**src/rtl/lfpm_serial_mul.sv**
```systemverilog
// Byte-serial Mitchell (log-domain) approximate floating-point multiplier with a valid/ready result stream.
// Optional macro LFPM_FLAGS_EN adds a flags[2:0] = {nan, ovf, unf} output.
module lfpm_serial_mul #(
  parameter int EXP_W = 5,
  parameter int MAN_W = 10,
  parameter int BUS_W = 8
) (
  input  logic             clk,
  input  logic             rst_n,
  input  logic             ena,
  input  logic             in_valid,
  input  logic [BUS_W-1:0] a_in,
  input  logic [BUS_W-1:0] b_in,
  input  logic             out_ready,
  output logic [BUS_W-1:0] out_data,
  output logic             out_valid,
  output logic             out_last,
  output logic             busy
`ifdef LFPM_FLAGS_EN
  ,
  output logic [2:0]       flags
`endif
);

  localparam int W      = 1 + EXP_W + MAN_W;
  localparam int NBEATS = (W + BUS_W - 1) / BUS_W;
  localparam int PW     = NBEATS * BUS_W;
  localparam int CNT_W  = (NBEATS > 1) ? $clog2(NBEATS) : 1;
  localparam int M      = EXP_W + MAN_W + 2;
  localparam int BIAS   = (2 ** (EXP_W - 1)) - 1;

  localparam logic [CNT_W-1:0]    LAST_BEAT = CNT_W'(NBEATS - 1);
  localparam logic [EXP_W-1:0]    EXP_ONES  = '1;
  localparam logic signed [M-1:0] BIAS_SH   = M'(BIAS) <<< MAN_W;
  localparam logic signed [M-1:0] MIN_NORM  = M'(1) <<< MAN_W;
  localparam logic signed [M-1:0] MAX_EXP   = M'((2 ** EXP_W) - 1);

  typedef enum logic [1:0] {IDLE, LOAD, CALC, SEND} state_t;

  state_t           state_q, state_d;
  logic [CNT_W-1:0] cnt_q, cnt_d;
  logic [PW-1:0]    a_q, a_d;
  logic [PW-1:0]    b_q, b_d;
  logic [PW-1:0]    res_q, res_d;
  logic [BUS_W-1:0] out_data_q, out_data_d;
  logic             out_valid_q, out_valid_d;
  logic             out_last_q, out_last_d;
  logic             busy_q, busy_d;

  // Operand field decode (bits above W in the padded registers are never looked at)
  logic             sa, sb, sgn;
  logic [EXP_W-1:0] ea, eb;
  logic [MAN_W-1:0] ma, mb;

  assign {sa, ea, ma} = a_q[W-1:0];
  assign {sb, eb, mb} = b_q[W-1:0];
  assign sgn = sa ^ sb;

  logic a_nan, b_nan, a_inf, b_inf, a_zero, b_zero;
  assign a_nan  = (ea == EXP_ONES) && (ma != '0);
  assign b_nan  = (eb == EXP_ONES) && (mb != '0);
  assign a_inf  = (ea == EXP_ONES) && (ma == '0);
  assign b_inf  = (eb == EXP_ONES) && (mb == '0);
  assign a_zero = (ea == '0);
  assign b_zero = (eb == '0);

  // Adding the packed {exp,man} fields is a log2 addition; subtracting the
  // shifted bias re-centres the exponent. No Mitchell error correction.
  logic signed [M-1:0] mag, mag_exp;
  assign mag     = $signed({2'b00, ea, ma}) + $signed({2'b00, eb, mb}) - BIAS_SH;
  assign mag_exp = mag >>> MAN_W;

  logic is_nan, is_inf, is_zero, is_unf, is_ovf;
  assign is_nan  = a_nan || b_nan || (a_inf && b_zero) || (b_inf && a_zero);
  assign is_inf  = a_inf || b_inf;
  assign is_zero = a_zero || b_zero;
  assign is_unf  = (mag < MIN_NORM);
  assign is_ovf  = (mag_exp >= MAX_EXP);

  logic [W-1:0] res_w;

  always_comb begin
    res_w = '0;
    if (is_nan) begin
      res_w[W-2 -: EXP_W] = EXP_ONES;
      res_w[MAN_W-1]      = 1'b1;
    end else if (is_inf) begin
      res_w = {sgn, EXP_ONES, {MAN_W{1'b0}}};
    end else if (is_zero || is_unf) begin
      res_w = {sgn, {(W-1){1'b0}}};
    end else if (is_ovf) begin
      res_w = {sgn, EXP_ONES, {MAN_W{1'b0}}};
    end else begin
      res_w = {sgn, mag[EXP_W+MAN_W-1:0]};
    end
  end

  logic [PW-1:0] res_pad;
  assign res_pad = PW'(res_w);

  logic [BUS_W-1:0] res_beat [NBEATS];

  for (genvar gi = 0; gi < NBEATS; gi++) begin : g_beat
    assign res_beat[gi] = res_q[gi*BUS_W +: BUS_W];
  end

  always_comb begin
    state_d     = state_q;
    cnt_d       = cnt_q;
    a_d         = a_q;
    b_d         = b_q;
    res_d       = res_q;
    out_data_d  = out_data_q;
    out_valid_d = out_valid_q;
    out_last_d  = out_last_q;
    if (ena) begin
      unique case (state_q)
        IDLE, LOAD: begin
          if (in_valid) begin
            a_d[cnt_q*BUS_W +: BUS_W] = a_in;
            b_d[cnt_q*BUS_W +: BUS_W] = b_in;
            if (cnt_q == LAST_BEAT) begin
              state_d = CALC;
              cnt_d   = '0;
            end else begin
              state_d = LOAD;
              cnt_d   = cnt_q + 1'b1;
            end
          end
        end
        CALC: begin
          res_d       = res_pad;
          cnt_d       = '0;
          state_d     = SEND;
          out_valid_d = 1'b1;
          out_data_d  = res_pad[BUS_W-1:0];
          out_last_d  = (LAST_BEAT == '0);
        end
        SEND: begin
          if (out_ready) begin
            if (cnt_q == LAST_BEAT) begin
              state_d     = IDLE;
              cnt_d       = '0;
              out_valid_d = 1'b0;
              out_last_d  = 1'b0;
              out_data_d  = '0;
            end else begin
              cnt_d      = cnt_q + 1'b1;
              out_data_d = res_beat[cnt_d];
              out_last_d = (cnt_d == LAST_BEAT);
            end
          end
        end
        default: state_d = IDLE;
      endcase
    end
    busy_d = (state_d != IDLE);
  end

  always_ff @(posedge clk) begin
    if (!rst_n) begin
      state_q     <= IDLE;
      cnt_q       <= '0;
      a_q         <= '0;
      b_q         <= '0;
      res_q       <= '0;
      out_data_q  <= '0;
      out_valid_q <= 1'b0;
      out_last_q  <= 1'b0;
      busy_q      <= 1'b0;
    end else begin
      state_q     <= state_d;
      cnt_q       <= cnt_d;
      a_q         <= a_d;
      b_q         <= b_d;
      res_q       <= res_d;
      out_data_q  <= out_data_d;
      out_valid_q <= out_valid_d;
      out_last_q  <= out_last_d;
      busy_q      <= busy_d;
    end
  end

  assign out_data  = out_data_q;
  assign out_valid = out_valid_q;
  assign out_last  = out_last_q;
  assign busy      = busy_q;

`ifdef LFPM_FLAGS_EN
  // Flags follow the same priority as the result mux: a zero operand is not an underflow.
  logic [2:0] calc_flags;
  logic [2:0] flags_q, flags_d;

  assign calc_flags = {is_nan,
                       !is_nan && !is_inf && !is_zero && !is_unf && is_ovf,
                       !is_nan && !is_inf && !is_zero && is_unf};

  always_comb begin
    flags_d = flags_q;
    if (ena) begin
      if (state_q == CALC) begin
        flags_d = calc_flags;
      end else if (state_q == SEND && out_ready && cnt_q == LAST_BEAT) begin
        flags_d = '0;
      end
    end
  end

  always_ff @(posedge clk) begin
    if (!rst_n) begin
      flags_q <= '0;
    end else begin
      flags_q <= flags_d;
    end
  end

  assign flags = flags_q;
`endif

endmodule

```
**config.mk**
```make
export PLATFORM = sky130hd
export DESIGN_NAME = lfpm_serial_mul
export DESIGN_NICKNAME = d
export VERILOG_FILES = /design/src/rtl/lfpm_serial_mul.sv
export SDC_FILE = /design/constraint.sdc
export NUM_CORES = 1
export LEC_CHECK = 0
export ABC_CLOCK_PERIOD_IN_PS = 4220
export BUFFER_PORTS_ARGS = -buffer_cell sky130_fd_sc_hd__clkbuf_2
export CAP_MARGIN = 10
export CORE_MARGIN = 2
export CORE_UTILIZATION = 59
export CTS_CLUSTER_DIAMETER = 200
export CTS_CLUSTER_SIZE = 20
export DETAILED_ROUTE_END_ITERATION = 8
export GPL_ROUTABILITY_DRIVEN = 1
export GPL_TIMING_DRIVEN = 0
export PLACE_DENSITY = 0.79
export SLEW_MARGIN = 10
export SYNTH_ARGS = -nofsm -noshare
export SYNTH_HDL_FRONTEND = slang
export SYNTH_SLANG_ARGS = --single-unit
```
**constraint.sdc**
```tcl
create_clock -name clk -period 4.22 [get_ports clk]
set_input_delay 0.633 -clock clk [delete_from_list [all_inputs] [get_ports clk]]
set_output_delay 0.633 -clock clk [all_outputs]
set_load 0.005 [all_outputs]
```
; ---- After elaboration in Yosys (flattened, before gate mapping)
; Index checks and enable logic that the tools add are counted.
[word_totals]
ff_bits = 62
input_bits = 21
wordCells = 84
[classes]
add_sub_neg = 4
magnitude_cmp = 3
eq_ne = 8
shifts = 3
muxes = 28
bitwise = 2
n_reduce_logical = 27
[op_table]
columns = cell, n
row1 = $shiftx A8 B34 Y16, 2
row2 = $mux W15, 3
row3 = $mux W8, 5
row4 = $neg A4 Y34, 1
row5 = $shift A8 B34 Y16 const A, 1
row6 = $bwmux W16, 2
row7 = $logic_not A10 Y1, 2
row8 = $reduce_bool A10 Y1, 2
row9 = $lt A17 B12 Y1 const B, 1
row10 = $sub A16 B14 Y17 const B, 1
row11 = $add A15 B15 Y16, 1
row12 = $pmux W8 S2, 1
row13 = $eq A5 B5 Y1 const B, 2
row14 = $logic_not A5 Y1, 2
row15 = $mux W2, 5
row16 = $mux W9, 1
row17 = $reduce_and A3 Y1, 3
row18 = $ge A7 B6 Y1 const B, 1
row19 = $logic_and A1 B1 Y1, 6
row20 = $logic_or A1 B1 Y1, 6
row21 = $mux W1, 6
row22 = $mux W6, 1
row23 = $ne A2 B2 Y1 const B, 3
row24 = $pmux W2 S3, 1
row25 = 13 further kinds, 16

; ---- Logic depth before layout (Yosys ltp)
; Gate-level depths: netlist (run 1).
[logic_depth]
ltp_word = 8
depth_mapped = 13
depth_no_buf = 12

; ---- Least setup slack after synthesis (run 1)
; No wires, ideal clock.
[synth_timing]
path_kind = register -> register
from = reg a_q[1]
to = reg out_data_q[0] (netlist: out_data[0])
setup_ns = 0.079
arrival_time_ns = 2.872
path_slack_ns = 1.268
path_stages_with_launch = 12
period_less_slack_ns = 2.952
path_cell_list = dfxtp_1 > ha_1 > ha_1 > fa_1 > a21o_1 > a221oi_4 > o22ai_2 > nor3_1 > nor4b_1 > a311oi_2 > nand3_2 > a211oi_2
[synth_between]
elab_chain_len = 8
elab_cells_between_ends = 19
[synth_rtl]
columns = item, line_no
row1 = from (decl), 42  ; logic [PW-1:0] a_q, a_d;
row2 = from (signal assigned), 164  ; a_q <= '0;
row3 = from (signal assigned), 174  ; a_q <= a_d;
row4 = $add A15 B15 Y16, 70  ; assign mag = $signed({2'b00, ea, ma}) + $signed({2'b00, eb, mb}) - BIAS_SH;
row5 = $sub A16 B14 Y17, 70
row6 = $lt A17 B12 Y1 or $ge A7 B6 Y1 (tied branches), "77, 78"
row7 = $logic_or A1 B1 Y1 or $mux W15 (tied branches), "89, 91"
row8 = $mux W15, 89  ; end else if (is_zero || is_unf) begin
row9 = $mux W15, 87  ; end else if (is_inf) begin
row10 = $mux W9 *, 84  ; if (is_nan) begin
row11 = $pmux W8 S2 *, 117  ; unique case (state_q)
row12 = to (signal assigned), 177  ; out_data_q <= out_data_d;
row13 = to (decl), 45  ; logic [BUS_W-1:0] out_data_q, out_data_d;
; Every way passes the cells marked *; elsewhere a longest branch is shown, timed or not.
; A chain may end at the register's enable or synchronous reset.

; ---- Worst setup path after layout (run 1)
[layout_timing]
from = reg a_q[1]
to = reg out_data_q[2] (netlist: out_data[2])
; The elaborated chain is that of the path after synthesis.

==> results of run 1 <==
## where the power goes
part,leakage [nW],internal (mW),switching (mW),total [mW]
Combinational,1.10,0.0536,0.0829,0.136
Clock,0.0544,0.151,0.175,0.325
Sequential,0.438,0.525,0.0134,0.539
## worst paths after layout
kind                 endpoint  slack, ns  depth (start not counted)
setup / recovery  out_data[2]       0.80                         11
hold / removal        a_q[15]       0.48                          2
setup reg to reg  out_data[2]       0.80                         11
hold reg to reg       a_q[15]       0.48                          2
## logic make-up after synthesis
group / synth area share (%)
AOI/OAI and AO/OA: 27.3
xor gates and xnor gates: 2.89
adders and majority gates: 11.5
buffers and inverters: 2.96
DFF: 32.4
muxes: 0.300
and+or+nand+nor: 22.7
## sequential cells by signal, summed over array words and instances (netlist names)
name,cells
state_q,2
cnt_q,1
out_last,1
out_data,8
busy,1
out_valid,1
a_q,16
b_q,16
res_q,8
## layout make-up
type                            instances  area, µm²
Buffer                                 18       68.8
Sequential cell                        54       1080
Tap cell                               72       90.1
Timing Repair Buffer                   31        155
Inverter                                8       30.0
Clock buffer                            7       96.3
Clock inverter                          1       8.76
Fill cell                             491       1790
Multi-Input combinational cell        332       2160
## tightest hold or removal path, cell delays in order, from the launching register on
cell,delay (ns)
dfxtp_1,0.33
nand2_1,0.05
a21boi_0,0.07
## cell usage after synthesis, drive strengths merged (7+ instances only)
| master | n | area share (%) |
|---|---|---|
| nand2 | 86 | 9.7 |
| dfxtp | 54 | 32 |
| a21boi | 37 | 8.3 |
| ha | 29 | 11 |
| a21oi | 26 | 4.0 |
| clkbuf | 17 | 1.9 |
| nor2 | 17 | 1.9 |
| o21ai | 17 | 2.6 |
| nand3 | 12 | 2.0 |
| a21o | 10 | 2.3 |
| o22ai | 10 | 2.1 |
| nor2b | 9 | 1.7 |
| and3 | 8 | 1.5 |
| inv | 8 | 0.90 |
| xnor2 | 7 | 1.8 |
## metal layers
layer	share of wire, %	vias to the layer above	GRT usage [%]
met1	45	1464	35.6
met5	0	-	0
met4	1.6	0	7.93
li1	-	1559	-
met2	49	81	48.8
met3	4.6	14	4.20
## per-stage QoR
| stage | setup slack (ns) | utilization, % |
|---|---|---|
| global placement | 0.918 | 65.4 |
| detailed placement | 0.849 | 65.4 |
| global route | 0.625 | 67.4 |
| floorplan | 1.27 | - |
| finish | 0.800 | 67.4 |
| CTS | 0.815 | 67.4 |
==> flow_metrics.tcl, run 1 <==
set metrics [dict create \
    status "finished clean" \
    hold_ws_ns 0.483 \
    ys_ff_latch 54 \
    tns_ns 0 \
    route.detailed.drc 0 \
    reg2reg_from "a_q[1]" \
    die_area_um2 6270 \
    synth.distinct_cells 53 \
    netlist_instances 412 \
    crit_path_start_kind "flop" \
    rows 27 \
    routed-via-count 3118 \
    grt_max_degree 17 \
    die_x_um 79.2 \
    fin_crit_sh_pct 81.0 \
    core_um2 5470 \
    endpoint_kind "flop" \
    wirelength_um 8350 \
    start_util_pct 61.0 \
    synth_seq_area_share_pct 32.4 \
    critPathSlowestCell "fa_1" \
    slew_violations 0 \
    grt_pass1_vias 3019 \
    synth_edf_count 0 \
    fmax_mhz 292 \
    post_drt_wl_per_cell_um 16.0 \
    leakagePower_nw 1.59 \
    cts_hold_buf 0 \
    arrival_ns 3.65 \
    critical_path.startpoint "a_q[1]" \
    path_cells "ha_1, ha_1, fa_1, a21o_1, a221oi_4, o22ai_2, nor3_1, nor4b_1, a311oi_2, nand3_2, a211oi_2" \
    p_per_area_nw_per_um2 271 \
    cts_buffers 5 \
    final_common_cell "nand2_1" \
    via_per_inst 5.96 \
    syn_to_final_growth_pct 10.5 \
    cts_tree "built" \
    slowest_delay_ns 0.42 \
    path_delay_family "compound AO/OA/AOI/OAI gates" \
    crit_top_cell "ha_1" \
    cp.required_ns 4.45 \
    io_buffers 31 \
    io_pins 32 \
    path_class "flop to flop" \
    crit_buf_inv 0 \
    clock_skew_ns 0.00532 \
    root_buffer "clkbuf_8" \
    cp_max_fo 8 \
    vdd_ir_drop_max_uv 173 \
    ys.flop_type "dfxtp_1" \
    cts_resized 0 \
    period_needed_ns 3.42 \
    cts_buffer_depth 2 \
    route.antenna.remaining_nets 0 \
    h-tree-depth 2 \
    relSlewSlack_pct 46.1 \
    syn_avg_cell_area_um2 8.10 \
    max_slew.worst_pin.slew_ns 0.807 \
    place_inst 515 \
    synth_area_um2 3340 \
    power_mw 1.00 \
    layout_common_cells "nand2_1 (86), dfxtp_1 (54), a21boi_0 (33), clkbuf_2 (31), ha_1 (29)" \
    numClockSinks 54 \
    cts.clk_slew.worst_paths_ns 0.10 \
    drive_gt1_share_pct 11.3 \
    gr-total-overflow 0 \
    dpl-instance-area_um2 3580 \
    ys_warn_count 0 \
    drt_iter0_drc 281 \
    grtUsageTotal_pct 27.9 \
    post-route-cell-area_um2 3690 \
    fin_cells 523 \
    setup_viol 0 \
    min_from "a_q[15]" \
    rsz0062_at_grt "false" \
    dr.pass1.iters 5 \
    hp-class "flop to flop" \
    insertion_delay_ns 0.31 \
    place.gp.congestion 0.865 \
    grt_pass1_wl_um 13900 \
    antenna_found_initial 0 \
    async_flop_share_pct 0 \
    layout.nets 501 \
    n_antenna_cell 0 \
    hpwl_um 6480 \
    postCtsSetupBuffers 0 \
    drv_cap 0 \
    final_hold_viol_count 0 \
    die_h_um 79.2 \
    syn_nets 463 \
]
No activity file was read; power rests on OpenSTA's default activity.
==> run 2: changes to the inputs <==
ABC_CLOCK_PERIOD_IN_PS = 3300   (was 4220)
clock period = 3.3 ns   (was 4.22 ns; I/O delays follow)
==> flow_metrics.tcl, run 2 (synthesis gave the netlist of run 1 again) <==
set metrics [dict create \
    status "finished clean" \
    grt_pass1_wl_um 13900 \
    setup_slack_ns 0.116 \
    cp.required_ns 3.51 \
    pre_cts_ws_ns -0.0713 \
    io_pins 32 \
    place.gp.congestion 0.865 \
    numClockSinks 54 \
    max_slew.worst_pin.slew_ns 0.799 \
    start_util_pct 61.0 \
    period_needed_ns 3.18 \
    dr.pass1.iters 5 \
    rows 27 \
    drt_iter0_drc 282 \
    post_drt_wl_per_cell_um 16.5 \
    path_cells "ha_4, ha_4, fa_2, a21o_1, a221oi_4, buf_4, o32ai_1, nor3_1, o22ai_2, a211o_1, nand3_4, buf_4, a21boi_1" \
    route.detailed.drc 0 \
    wirelength_um 8700 \
    gr-total-overflow 0 \
    tns_ns 0 \
    hp-class "primary input to flop" \
    power_mw 1.29 \
    syn_to_final_growth_pct 14.3 \
    crit_path_start_kind "flop" \
    hold_ws_ns 0.424 \
    die_x_um 79.2 \
    n_antenna_cell 0 \
    relSlewSlack_pct 46.6 \
    via_per_inst 6.05 \
    p_per_area_nw_per_um2 339 \
    post-route-cell-area_um2 3810 \
    drive_gt1_share_pct 14.5 \
    layout_common_cells "nand2_1 (86), dfxtp_1 (53), a21boi_0 (33), clkbuf_2 (31), ha_1 (27)" \
    dpl-instance-area_um2 3580 \
    hpwl_um 6480 \
    core_um2 5470 \
    root_buffer "clkbuf_8" \
    h-tree-depth 2 \
    grtUsageTotal_pct 27.9 \
    final_hold_viol_count 0 \
    insertion_delay_ns 0.31 \
    path_class "flop to flop" \
    clock_skew_ns 0.00738 \
    vdd_ir_drop_max_uv 222 \
    grt_pass1_vias 3023 \
    largestRegisters "a_q: 16 flops, b_q: 16 flops" \
    grt_max_degree 17 \
    nFillCells 482 \
    drv_cap 0 \
    fin_cells 527 \
    routed-via-count 3190 \
    cts_buffers 5 \
    io_buffers 31 \
    setup_viol 0 \
    die_area_um2 6270 \
    place_inst 515 \
    layout.nets 505 \
    slew_violations 0 \
    critPathSlowestCell "dfxtp_1" \
    endpoint_kind "flop" \
    route.antenna.remaining_nets 0 \
    fin_crit_sh_pct 96.5 \
    fmax_mhz 314 \
    final_common_cell "nand2_1" \
    leakagePower_nw 1.62 \
    antenna_found_initial 0 \
    cp_max_fo 8 \
    slowest_delay_ns 0.40 \
    cts_buffer_depth 2 \
    die_h_um 79.2 \
    cts.clk_slew.worst_paths_ns 0.10 \
    cts_tree "built" \
    postLayoutCoreUtil_pct 69.7 \
    arrival_ns 3.39 \
    cts_hold_buf 0 \
]
==> run 2: cell types whose count changed in the layout (fill, tap and decap cells not counted), sizes merged <==
cell / delta
buf: +5
clkbuf: -1
==> run 2: area by class of cell <==
type	instances	area (µm²)	area share, %
Timing Repair Buffer	36	193	5.05
Clock inverter	1	8.76	0.230
Sequential cell	54	1080	28.4
Inverter	8	30.0	0.787
Buffer	17	65.1	1.71
Multi-Input combinational cell	332	2250	59.0
Tap cell	72	90.1	2.36
Clock buffer	7	96.3	2.53
==> run 2: repair_timing <==
action,in CTS,in global routing
cloned,0,0
endpoints found under the setup margin,11,14
pin swaps,3,12
resized for setup,2,13
buffers inserted,0,5
==> run 2: layer usage <==
metal | vias to the layer above | global-route usage [%] | wire length (µm) | share of wire (%)
met2 | 106 | 48.6 | 4300 | 49
met5 | - | 0 | 0 | 0
li1 | 1556 | - | - | -
met3 | 18 | 4.20 | 412 | 4.7
met1 | 1510 | 35.6 | 3820 | 44
met4 | 0 | 8.28 | 173 | 2.0
==> run 2: worst paths after layout <==
kind / startpoint / endpoint / slack [ns] / cells after the start
worst max-delay path: b_q[1] / out_data[5] / 0.12 / 13
worst min register to register: a_q[15] / a_q[15] / 0.48 / 2
worst min-delay path: b_in[0] / b_q[0] / 0.42 / 3
worst max register to register: b_q[1] / out_data[5] / 0.12 / 13
==> run 2: critical path: cells and delay by family, from the launching register on <==
kind / cells / cell delay (ns)
AO/OA/AOI/OAI: 6 / 1.20
AND/OR/NAND/NOR: 2 / 0.41
buffers and inverters: 2 / 0.31
flip-flops: 1 / 0.40
adder cells (fa/ha/maj): 3 / 0.76
==> run 2: report_power, final <==
group | switching, mW | total, mW | internal [mW]
Sequential | 0.0180 | 0.690 | 0.672
Clock | 0.227 | 0.420 | 0.193
Combinational | 0.109 | 0.183 | 0.0732
Total | 0.354 | 1.29 | 0.938
==> run 3: changes to the inputs <==
--- a/config.mk
+++ b/config.mk
@@ -9,6 +9,8 @@
 export BUFFER_PORTS_ARGS = -buffer_cell sky130_fd_sc_hd__clkbuf_2
 export CAP_MARGIN = 10
+export CELL_PAD_IN_SITES_DETAIL_PLACEMENT = 1
+export CELL_PAD_IN_SITES_GLOBAL_PLACEMENT = 1
 export CORE_MARGIN = 2
-export CORE_UTILIZATION = 59
+export CORE_UTILIZATION = 44
 export CTS_CLUSTER_DIAMETER = 200
 export CTS_CLUSTER_SIZE = 20
@@ -16,5 +18,5 @@
 export GPL_ROUTABILITY_DRIVEN = 1
 export GPL_TIMING_DRIVEN = 0
-export PLACE_DENSITY = 0.79
+export PLACE_DENSITY_LB_ADDON = 0.1
 export SLEW_MARGIN = 10
 export SYNTH_ARGS = -nofsm -noshare
==> constraint.sdc (replaced) <==
create_clock -name clk -period 3.3 [get_ports clk]
set_input_delay 0.495 -clock clk [delete_from_list [all_inputs] [get_ports clk]]
set_output_delay 0.495 -clock clk [all_outputs]
set_load 0.02 [all_outputs]
==> flow_metrics.tcl, run 3 (synthesis gave the netlist of run 1 again) <==
set metrics [dict create \
    p_switching_mw 0.370 \
    reg2reg_from "a_q[1]" \
    routed-via-count 3123 \
    internal-power_mw 0.937 \
    n_antenna_cell 0 \
    hpwl_um 7650 \
    gr-total-overflow 0 \
    syn_to_final_growth_pct 14.0 \
    setup_viol 0 \
    period_needed_ns 3.18 \
    largestRegisters "a_q: 16 flops, b_q: 16 flops" \
    post_drt_wl_per_cell_um 17.4 \
    numClockSinks 54 \
    critical_path.startpoint "a_q[1]" \
    power_frac_seq_pct 52.8 \
    relSlewSlack_pct 44.2 \
    fmax_mhz 315 \
    leakagePower_nw 1.61 \
    wl_met1_um 4610 \
    slew_violations 0 \
    cp.required_ns 3.55 \
    crit_path_start_kind "flop" \
    root_buffer "clkbuf_8" \
    final_common_cell "nand2_1" \
    hp-class "primary input to flop" \
    drt_iter0_drc 105 \
    antenna_found_initial 0 \
    combPwrFrac_pct 14.4 \
    p_sw_share_pct 28.3 \
    dr.pass1.iters 4 \
    status "finished clean" \
    clockPowerShare_pct 32.9 \
    highest_layer "met4" \
    met2_wirelength_um 4610 \
    core_um2 7290 \
    nFillCells 949 \
    route.detailed.drc 0 \
    drv_cap 0 \
    insertion_delay_ns 0.32 \
    drive_gt1_share_pct 13.9 \
    rows 31 \
    wirelength_um 9630 \
    layout.nets 503 \
    die_x_um 91.1 \
    die_area_um2 8290 \
    grtUsageTotal_pct 24.1 \
    postLayoutCoreUtil_pct 52.1 \
    max_slew.worst_pin.slew_ns 0.835 \
    final_hold_viol_count 0 \
    grt_pass1_wl_um 16100 \
    die_h_um 91.1 \
    h-tree-depth 2 \
    cts.clk_slew.worst_paths_ns 0.11 \
    wl_met3_um 207 \
    io_pins 32 \
    cts_buffer_depth 2 \
    cts_buffers 5 \
    rsz0062_at_grt "false" \
    setup_slack_ns 0.122 \
    start_util_pct 45.7 \
    min_from "b_in[6]" \
    p_per_area_nw_per_um2 344 \
    io_buffers 31 \
    layout_common_cells "nand2_1 (86), dfxtp_1 (53), a21boi_0 (33), clkbuf_2 (31), ha_1 (28)" \
    arrival_ns 3.42 \
    fin_crit_sh_pct 96.3 \
    place.gp.congestion 0.846 \
    cts_tree "built" \
    clock_skew_ns 0.0119 \
    path_class "flop to flop" \
    route.antenna.remaining_nets 0 \
    cp_max_fo 8 \
    grt_max_degree 17 \
    via_per_inst 5.66 \
    vdd_ir_drop_max_uv 185 \
    pre_cts_ws_ns -0.0962 \
    grt_pass1_vias 3246 \
    endpoint_kind "flop" \
]
## run 3: cell type report
type | count | area [µm²] | share of cell area, %
clock inverters | 1 | 8.76 | 0.230
clock buffers | 7 | 96.3 | 2.53
multi-input cells | 332 | 2220 | 58.3
repair buffers | 34 | 178 | 4.67
well taps | 99 | 124 | 3.26
inverters | 8 | 30.0 | 0.790
plain buffers | 17 | 65.1 | 1.71
flip-flops and latches | 54 | 1080 | 28.5
## run 3: metal layers
layer / vias to the layer above / track usage, %
li1: 1554 / -
met1: 1513 / 31.1
met2: 39 / 42.1
met3: 17 / 2.90
met4: 0 / 7.20
met5: - / 0
## run 3: timing repair
item                       in CTS  in global routing
pin swaps                       6                  8
resized for setup               5                  7
setup endpoints to repair      12                 14
buffers inserted                1                  2
hold buffers                    0                  0
## run 3: power by group through the flow
| stage | combinational, mW | sequential [mW] | clock (mW) |
|---|---|---|---|
| 6_report | 0.188 | 0.689 | 0.429 |
| 4_1_cts | 0.187 | 0.689 | 0.437 |
| 5_1_grt | 0.209 | 0.692 | 0.458 |
| 3_5_place_dp | 0.181 | 0.704 | 0 |
| 2_1_floorplan | 0.114 | 0.702 | 0 |
| 3_3_place_gp | 0.176 | 0.703 | 0 |
## run 3: metrics by stage
step / std cells / setup TNS [ns] / hold slack [ns] / area (µm²) / total power [mW]
4_1_cts: 551 / 0 / 0.419 / 3760 / 1.31
3_3_place_gp: 542 / -0.429 / 0.466 / 3610 / 0.879
6_report: 552 / 0 / 0.417 / 3800 / 1.31
2_1_floorplan: 412 / 0 / 0.447 / 3340 / 0.816
5_1_grt: 552 / 0 / 0.428 / 3800 / 1.36
3_5_place_dp: 542 / -0.603 / 0.464 / 3610 / 0.885
## run 3: worst max-delay path, cell delays in order (launching register included)
cell,delay (ns)
dfxtp_2,0.35
ha_1,0.30
ha_2,0.20
fa_2,0.36
a21o_1,0.20
a221oi_4,0.40
o22ai_4,0.16
a31oi_4,0.19
xnor2_1,0.10
a311oi_2,0.41
nand3_4,0.19
a211oi_2,0.25
## run 3: final timing paths
check	endpoint	cells after the start	slack, ns
max	out_data[0]	11	0.12
max reg2reg	out_data[0]	11	0.12
min reg2reg	res_q[8]	2	0.48
min	b_q[6]	3	0.42
